File: config.mk
export PLATFORM = sky130hd
export DESIGN_NAME = bip_control_unit
export DESIGN_NICKNAME = d
export VERILOG_FILES = /design/src/rtl/bip_control_unit.sv
export SDC_FILE = /design/constraint.sdc
export NUM_CORES = 1
export LEC_CHECK = 0
export ABC_AREA = 1
export CORE_ASPECT_RATIO = 0.5
export CORE_MARGIN = 2
export CORE_UTILIZATION = 30
export DETAILED_ROUTE_END_ITERATION = 16
export PLACE_DENSITY = 0.58
export SLEW_MARGIN = 10
export SYNTH_ARGS = -nofsm -noshare
export SYNTH_HDL_FRONTEND = slang
export SYNTH_SLANG_ARGS = --single-unit
File: constraint.sdc
create_clock -name clk -period 7.8 [get_ports clk]
set_input_delay 1.95 -clock clk [delete_from_list [all_inputs] [get_ports clk]]
set_output_delay 1.95 -clock clk [all_outputs]
set_load 0.01 [all_outputs]
File: src/rtl/bip_control_unit.sv
// BIP control unit: program counter, decoder and sequencer with branches,
// CALL/RET on a hardware return stack, stall handshake and HALT/FAULT states.
module bip_control_unit #(
  parameter int unsigned DATA_BITS   = 16,
  parameter int unsigned OPCODE_BITS = 5,
  parameter int unsigned PC_BITS     = 11,
  parameter int unsigned STACK_DEPTH = 4
) (
  input  logic                               clk,
  input  logic                               rst,
  input  logic [DATA_BITS-1:0]               i_instruction,
  input  logic                               i_acc_zero,
  input  logic                               i_stall,
  output logic [PC_BITS-1:0]                 o_prog_address,
  output logic [DATA_BITS-OPCODE_BITS-1:0]   o_operand,
  output logic [1:0]                         o_sel_a,
  output logic                               o_sel_b,
  output logic                               o_write_acc,
  output logic                               o_operation,
  output logic                               o_write_mem,
  output logic                               o_read_mem,
  output logic                               o_done,
  output logic                               o_fault,
  output logic                               o_illegal
);

  localparam int unsigned OPERAND_BITS = DATA_BITS - OPCODE_BITS;
  localparam int unsigned SP_BITS      = $clog2(STACK_DEPTH + 1);
  localparam int unsigned STACK_SLOTS  = 2 ** SP_BITS;

  localparam logic [OPCODE_BITS-1:0] OP_HLT  = OPCODE_BITS'(0);
  localparam logic [OPCODE_BITS-1:0] OP_STO  = OPCODE_BITS'(1);
  localparam logic [OPCODE_BITS-1:0] OP_LD   = OPCODE_BITS'(2);
  localparam logic [OPCODE_BITS-1:0] OP_LDI  = OPCODE_BITS'(3);
  localparam logic [OPCODE_BITS-1:0] OP_ADD  = OPCODE_BITS'(4);
  localparam logic [OPCODE_BITS-1:0] OP_ADDI = OPCODE_BITS'(5);
  localparam logic [OPCODE_BITS-1:0] OP_SUB  = OPCODE_BITS'(6);
  localparam logic [OPCODE_BITS-1:0] OP_SUBI = OPCODE_BITS'(7);
  localparam logic [OPCODE_BITS-1:0] OP_JMP  = OPCODE_BITS'(8);
  localparam logic [OPCODE_BITS-1:0] OP_BEZ  = OPCODE_BITS'(9);
  localparam logic [OPCODE_BITS-1:0] OP_BNZ  = OPCODE_BITS'(10);
  localparam logic [OPCODE_BITS-1:0] OP_CALL = OPCODE_BITS'(11);
  localparam logic [OPCODE_BITS-1:0] OP_RET  = OPCODE_BITS'(12);

  typedef enum logic [1:0] {ST_RUN, ST_HALT, ST_FAULT} state_e;

  state_e              state_q, state_d;
  logic [PC_BITS-1:0]  pc_q, pc_d;
  logic [SP_BITS-1:0]  sp_q, sp_d;
  logic [PC_BITS-1:0]  stack_q [STACK_SLOTS];
  logic [PC_BITS-1:0]  stack_d [STACK_SLOTS];

  logic [OPCODE_BITS-1:0]  opcode;
  logic [OPERAND_BITS-1:0] operand;
  logic [PC_BITS-1:0]      pc_inc;
  logic [PC_BITS-1:0]      target;
  logic [PC_BITS-1:0]      stack_top;
  logic                    active;
  logic                    full;
  logic                    empty;
  logic                    push;

  assign opcode    = i_instruction[DATA_BITS-1 -: OPCODE_BITS];
  assign operand   = i_instruction[OPERAND_BITS-1:0];
  assign pc_inc    = pc_q + PC_BITS'(1);
  assign target    = PC_BITS'(operand);
  assign stack_top = stack_q[sp_q - SP_BITS'(1)];
  assign active    = (state_q == ST_RUN) && !i_stall;
  assign full      = (sp_q == SP_BITS'(STACK_DEPTH));
  assign empty     = (sp_q == '0);

  assign o_prog_address = pc_q;
  assign o_operand      = operand;
  assign o_done         = (state_q == ST_HALT);
  assign o_fault        = (state_q == ST_FAULT);
  assign o_illegal      = (state_q == ST_RUN) && (opcode > OP_RET);

  always_ff @(posedge clk) begin
    if (!rst) begin
      state_q <= ST_RUN;
      pc_q    <= '0;
      sp_q    <= '0;
    end else begin
      state_q <= state_d;
      pc_q    <= pc_d;
      sp_q    <= sp_d;
    end
  end

  // Return-stack storage carries no reset; sp alone defines validity.
  always_ff @(posedge clk) begin
    stack_q <= stack_d;
  end

  // Sequencer: next pc, stack pointer and FSM state.
  always_comb begin
    state_d = state_q;
    pc_d    = pc_q;
    sp_d    = sp_q;
    push    = 1'b0;
    if (active) begin
      pc_d = pc_inc;
      case (opcode)
        OP_HLT: begin
          state_d = ST_HALT;
          pc_d    = pc_q;
        end
        OP_JMP: pc_d = target;
        OP_BEZ: if (i_acc_zero) pc_d = target;
        OP_BNZ: if (!i_acc_zero) pc_d = target;
        OP_CALL: begin
          if (full) begin
            state_d = ST_FAULT;
            pc_d    = pc_q;
          end else begin
            pc_d = target;
            sp_d = sp_q + SP_BITS'(1);
            push = 1'b1;
          end
        end
        OP_RET: begin
          if (empty) begin
            state_d = ST_FAULT;
            pc_d    = pc_q;
          end else begin
            pc_d = stack_top;
            sp_d = sp_q - SP_BITS'(1);
          end
        end
        default: ;
      endcase
    end
  end

  always_comb begin
    stack_d = stack_q;
    if (push) stack_d[sp_q] = pc_inc;
  end

  // Datapath control decode; everything idles unless running unstalled.
  always_comb begin
    o_sel_a     = 2'b00;
    o_sel_b     = 1'b0;
    o_write_acc = 1'b0;
    o_operation = 1'b0;
    o_write_mem = 1'b0;
    o_read_mem  = 1'b0;
    if (active) begin
      case (opcode)
        OP_STO: o_write_mem = 1'b1;
        OP_LD: begin
          o_read_mem  = 1'b1;
          o_write_acc = 1'b1;
        end
        OP_LDI: begin
          o_write_acc = 1'b1;
          o_sel_a     = 2'b01;
        end
        OP_ADD, OP_SUB: begin
          o_read_mem  = 1'b1;
          o_write_acc = 1'b1;
          o_sel_a     = 2'b10;
          o_operation = (opcode == OP_SUB);
        end
        OP_ADDI, OP_SUBI: begin
          o_write_acc = 1'b1;
          o_sel_a     = 2'b10;
          o_sel_b     = 1'b1;
          o_operation = (opcode == OP_SUBI);
        end
        default: ;
      endcase
    end
  end

endmodule

# After elaboration in Yosys (flattened, before gate mapping)
# Cells that the tools add are included.
# totals
word_cells	89
register_bits	104
out_inout_bits	32
# classes
n_reduce_logical	17
addsub	3
bitwise	3
n_mux	32
n_lt_le_gt_ge	4
eq_ne	19
# op_table
operator	n
bitwise mux 88 bit	1
2-to-1 mux 11 bit	7
case mux 11 bit (6 select lines)	1
binary-select mux 11 bit (select 3 bit)	1
demux 11 bit (select 3 bit)	1
equality test 5 x 4 -> 1 bit (second input constant)	5
equality test 5 x 3 -> 1 bit (second input constant)	4
2-to-1 mux 1 bit	12
AND reduction 4 bit	3
adder 11 x 1 -> 11 bit (second input constant)	1
equality test 5 x 2 -> 1 bit (second input constant)	2
>= comparator 4 bit (second input constant)	2
inequality test 2 bit (second input constant)	4
inverter 3 -> 4 bit	2
2-to-1 mux 2 bit	3
2-to-1 mux 3 bit	2
case mux 2 bit (3 select lines)	1
case mux 3 bit (2 select lines)	1
OR reduction 6 bit	1
equality test 5 x 1 -> 1 bit (second input constant)	1
> comparator 5 x 4 -> 1 bit (second input constant)	1
zero test 5 bit	1
less-than comparator 4 x 1 -> 1 bit (second input constant)	1
case mux 2 bit (2 select lines)	1
other kinds (16)	19

# Depth between registers and ports, before layout
# depth
word_depth	7
ltp_mapped	14
ltp_nobuf	11

# Least setup slack after synthesis
# No wires, ideal clock.
# synth_path
path_kind	input port to output port
start	in i_instruction[13]
end	out o_read_mem
t_arrival_ns	2.817
path_stages	6
setup_slack_ns	3.033
cell_sequence	nor2_2 nand2_1 inv_1 nand2_1 o21ai_0 and2_1
# synth_via
elab_chain_cells	4
elab_cells_between_ends	6
cone_classes	eq/ne: 3; mux: 2; reduce/logical: 1
# synth_rtl
item	line	source
start: declaration	11	input logic [DATA_BITS-1:0] i_instruction,
equality test 5 x 3 -> 1 bit or equality test 5 x 2 -> 1 bit (tied branches)	149	case (opcode)
OR reduction 3 bit (no line) *	-	
2-to-1 mux 1 bit *	149	
2-to-1 mux 1 bit *	148	if (active) begin
end: declaration	21	output logic o_read_mem,
# Every way passes the cells marked *; elsewhere a longest branch is shown, timed or not.

# Final worst setup path
# Ends and elaborated chain as after synthesis.

==> metrics.md <==
| Metric | Value |
|---|---|
| # placed instances | 876 |
| Global-route wire length before repair | 21600 µm |
| Hold/Removal Path Class | flop to flop |
| Slew of the pin with the lowest slew margin | 1.16 ns |
| CTS Hold Bufs | 0 |
| Leakage power summed over all cells | 2.57 nW |
| Pre-CTS setup slack | 2.10 ns |
| Detailed Route WL | 13800 µm |
| Mean area per synthesized cell | 8.62 µm² |
| Residual antenna-violating net count after detailed routing | 0 |
| Detail Placement HPWL | 9220 µm |
| Highest-utilization routing layer at the global route stage | met2 |
| Final Hold Vio Count | 0 |
| Share of the clock period used by the worst path after layout | 73.1% |
| Num CTS Buffers | 9 |
| Met1 usage | 20.6% |
| Via count | 4116 |
| Sequential cell area fraction in the yosys report | 56.1% |
| CTS-repair resized insts | 0 |
| Number of primary I/O pins | 52 |
| Layout filler cell count | 1759 |
| Slew Viols, Final | 0 |
| Run status | finished, final reports clean |
| Average vias per placed instance | 4.61 |
| Slowest cell on the critical path | clkdlybuf4s50_1 |
| WP data required | 5.85 ns |
| Classification of the worst setup path | primary input to primary output |
| Internal power of the cells | 0.910 mW |
| Worst clock skew | 0.0119 ns |
| H-tree depth | 3 |
| Highest-count cells in the layout ignoring fill and taps | 179 x nand2_1, 88 x edfxtp_1, 73 x nor2_1 |
| Clock share of power | 38.5% |
| Setup total negative slack | 0 ns |
| Post-Syn Area | 0.00528 mm² |
| Synth-to-Final Area Change | 19.3% |
| Global Route Usage Sum | 15.2% |
| Share of power burned in registers | 51.8% |
| Setup repair after global routing missed its margin | no |
| Count of buffering cells on the critical path with inverters included | 3 |
| Post-synthesis sequential element count | 104 |
| Post-route setup slack | 2.10 ns |
| Hold WS | 0.504 ns |
| Detailed-route DRC error count | 0 |
| Max IR drop VDD | 0.127 mV |
| Die X | 192 µm |
| Cell area power density | 190 mW/mm² |
| Number of buffer cells added on primary ports | 51 |
| Die area | 0.0187 mm² |
| # Max-Cap Violations | 0 |
| Final std cell area, no fill | 0.00630 mm² |
| CTS tree | built |
| Share of layout cells above drive strength 1 | 8.97% |
| Most frequent standard cell in the layout excluding fill and tap cells | nand2_1 |
| Combinational power share | 9.7% |
| Maximum clock path buffer count | 2 |
| Core footprint | 0.0173 mm² |
| Via count of the first global-routing pass | 3909 |
| # diodes | 0 |
| Startpoint kind of the worst setup timing path | primary input |
| Master cell of the clock root buffer | clkbuf_16 |
| Nets in the synthesized netlist | 637 |
| Post-layout power | 1.20 mW |
| Time the worst path needs with I/O delays and setup | 5.70 ns |
| Net total in the final layout | 677 |
| Reported net switching power | 0.288 mW |
| Sort of element at the end of the critical path | primary output |
| Number of unique standard cell types used by synthesis | 29 |
| List of cells traversed by the critical path | clkdlybuf4s50_1, nor2_2, nand2_1, inv_1, nand2_1, o21ai_0, and2_1, clkdlybuf4s50_1 |
| Largest incremental delay on the critical path | 0.53 ns |
| # Post-CTS Setup Buffers | 0 |
| Insertion delay to the later sink of the worst-skew pair | 0.35 ns |
| Critical Path Fanout Max | 4 |
| Maximum number of pins on one net before global-route repair | 45 |
| Drt first pass iters | 5 |
| Yosys warning total | 0 |
| Worst rel slew slack | 22.4% |
| Endpoints failing setup | 0 |
| Family with the most delay on the worst path | buffers and inverters |
| Final cell count without fillers | 892 |
| RePlAce Congestion | 0.814 |
| Global Route met2 Usage | 25.0% |
| Max frequency | 175 MHz |
| Final routed wire length divided by cell count | 15.4 µm |
| Clock transition time at the flip-flop clock pins of the worst setup and hold paths | 0.07 ns |
| Vertical extent of the die | 97.8 µm |
| Starting density of the core | 30.5% |
| Remaining global-route overflow | 0 |
| Finished Core Util | 36.4% |
| Number of clock sinks | 104 |
| Count of routing violations after the opening detailed-route iteration | 278 |
| Arrival time of the worst setup path | 3.75 ns |
| Number of standard cells after synthesis | 613 |
| Met3 Track Usage GR | 3.20% |
| Cell area reported after detailed placement | 0.00599 mm² |
| Initial antenna violation count | 0 |
| Placement row count | 34 |
| Net switching fraction of the power | 24.0% |
[path summary, 6_finish.rpt]
| check | to | depth (start not counted) | slack (ns) | startpoint |
|---|---|---|---|---|
| setup / recovery | o_read_mem | 8 | 2.10 | i_instruction[13] |
| hold / removal | state_q[1] | 2 | 0.50 | state_q[1] |
| setup reg to reg | o_prog_address[4] | 14 | 4.30 | sp_q[0] |
| hold reg to reg | state_q[1] | 2 | 0.50 | state_q[1] |
[Yosys cell counts, drive strengths merged]
master / instances / area share (%)
and2: 1 / 0.12
nor2: 87 / 7.1
xor2: 4 / 0.66
nand3b: 1 / 0.14
nand2: 184 / 13
nand3: 67 / 7.1
nor3: 11 / 1.0
dfxtp: 16 / 6.1
inv: 75 / 5.3
edfxtp: 88 / 50
a21oi: 11 / 1.0
ha: 4 / 0.95
a211oi: 1 / 0.14
xnor2: 1 / 0.17
nand4: 8 / 0.95
clkinv: 2 / 0.14
clkbuf: 4 / 0.28
o21ai: 23 / 2.2
buf: 25 / 3.1
[power groups by stage]
stage / sequential, mW / combinational (mW) / clock, mW
after floorplan: 0.633 / 0.0643 / 0
after global placement: 0.633 / 0.115 / 0
after detailed placement: 0.633 / 0.116 / 0
after CTS: 0.620 / 0.116 / 0.466
after global routing: 0.621 / 0.128 / 0.485
final: 0.620 / 0.116 / 0.461
[metal layers]
metal  wire (µm)  vias to the layer above
met5           0                        -
met4         144                        0
met3         766                       12
met2        6360                      114
met1        6490                     1929
li1            -                     2061
[area by class of cell]
type                    instances  area [µm²]  area share (%)
flip-flops and latches        104        2960            47.0
multi-input cells             403        1890            29.9
repair buffers                 58         563            8.94
well taps                     234         293            4.65
inverters                      77         289            4.59
clock buffers                   9         225            3.58
clock inverters                 7        80.1            1.27
[sequential cells by signal, indices dropped and copies added, names as in the netlist]
name and flops:
sp_q 3, o_prog_address 11, state_q 2, stack_q 88
[worst min-delay path, cell delays in order (launching register included)]
cell and delay, ns:
dfxtp_1 0.31, inv_1 0.08, a21oi_1 0.07
[kinds of logic after synthesis]
logic type	count (synthesis)	share of synthesized area [%]
flops	104	56.1
fa+ha+maj	4	0.948
simple gates	359	29.9
compound gates	35	3.36
xor+xnor	5	0.829
buf+inv	106	8.86
No activity file was read; power rests on OpenSTA's default activity.
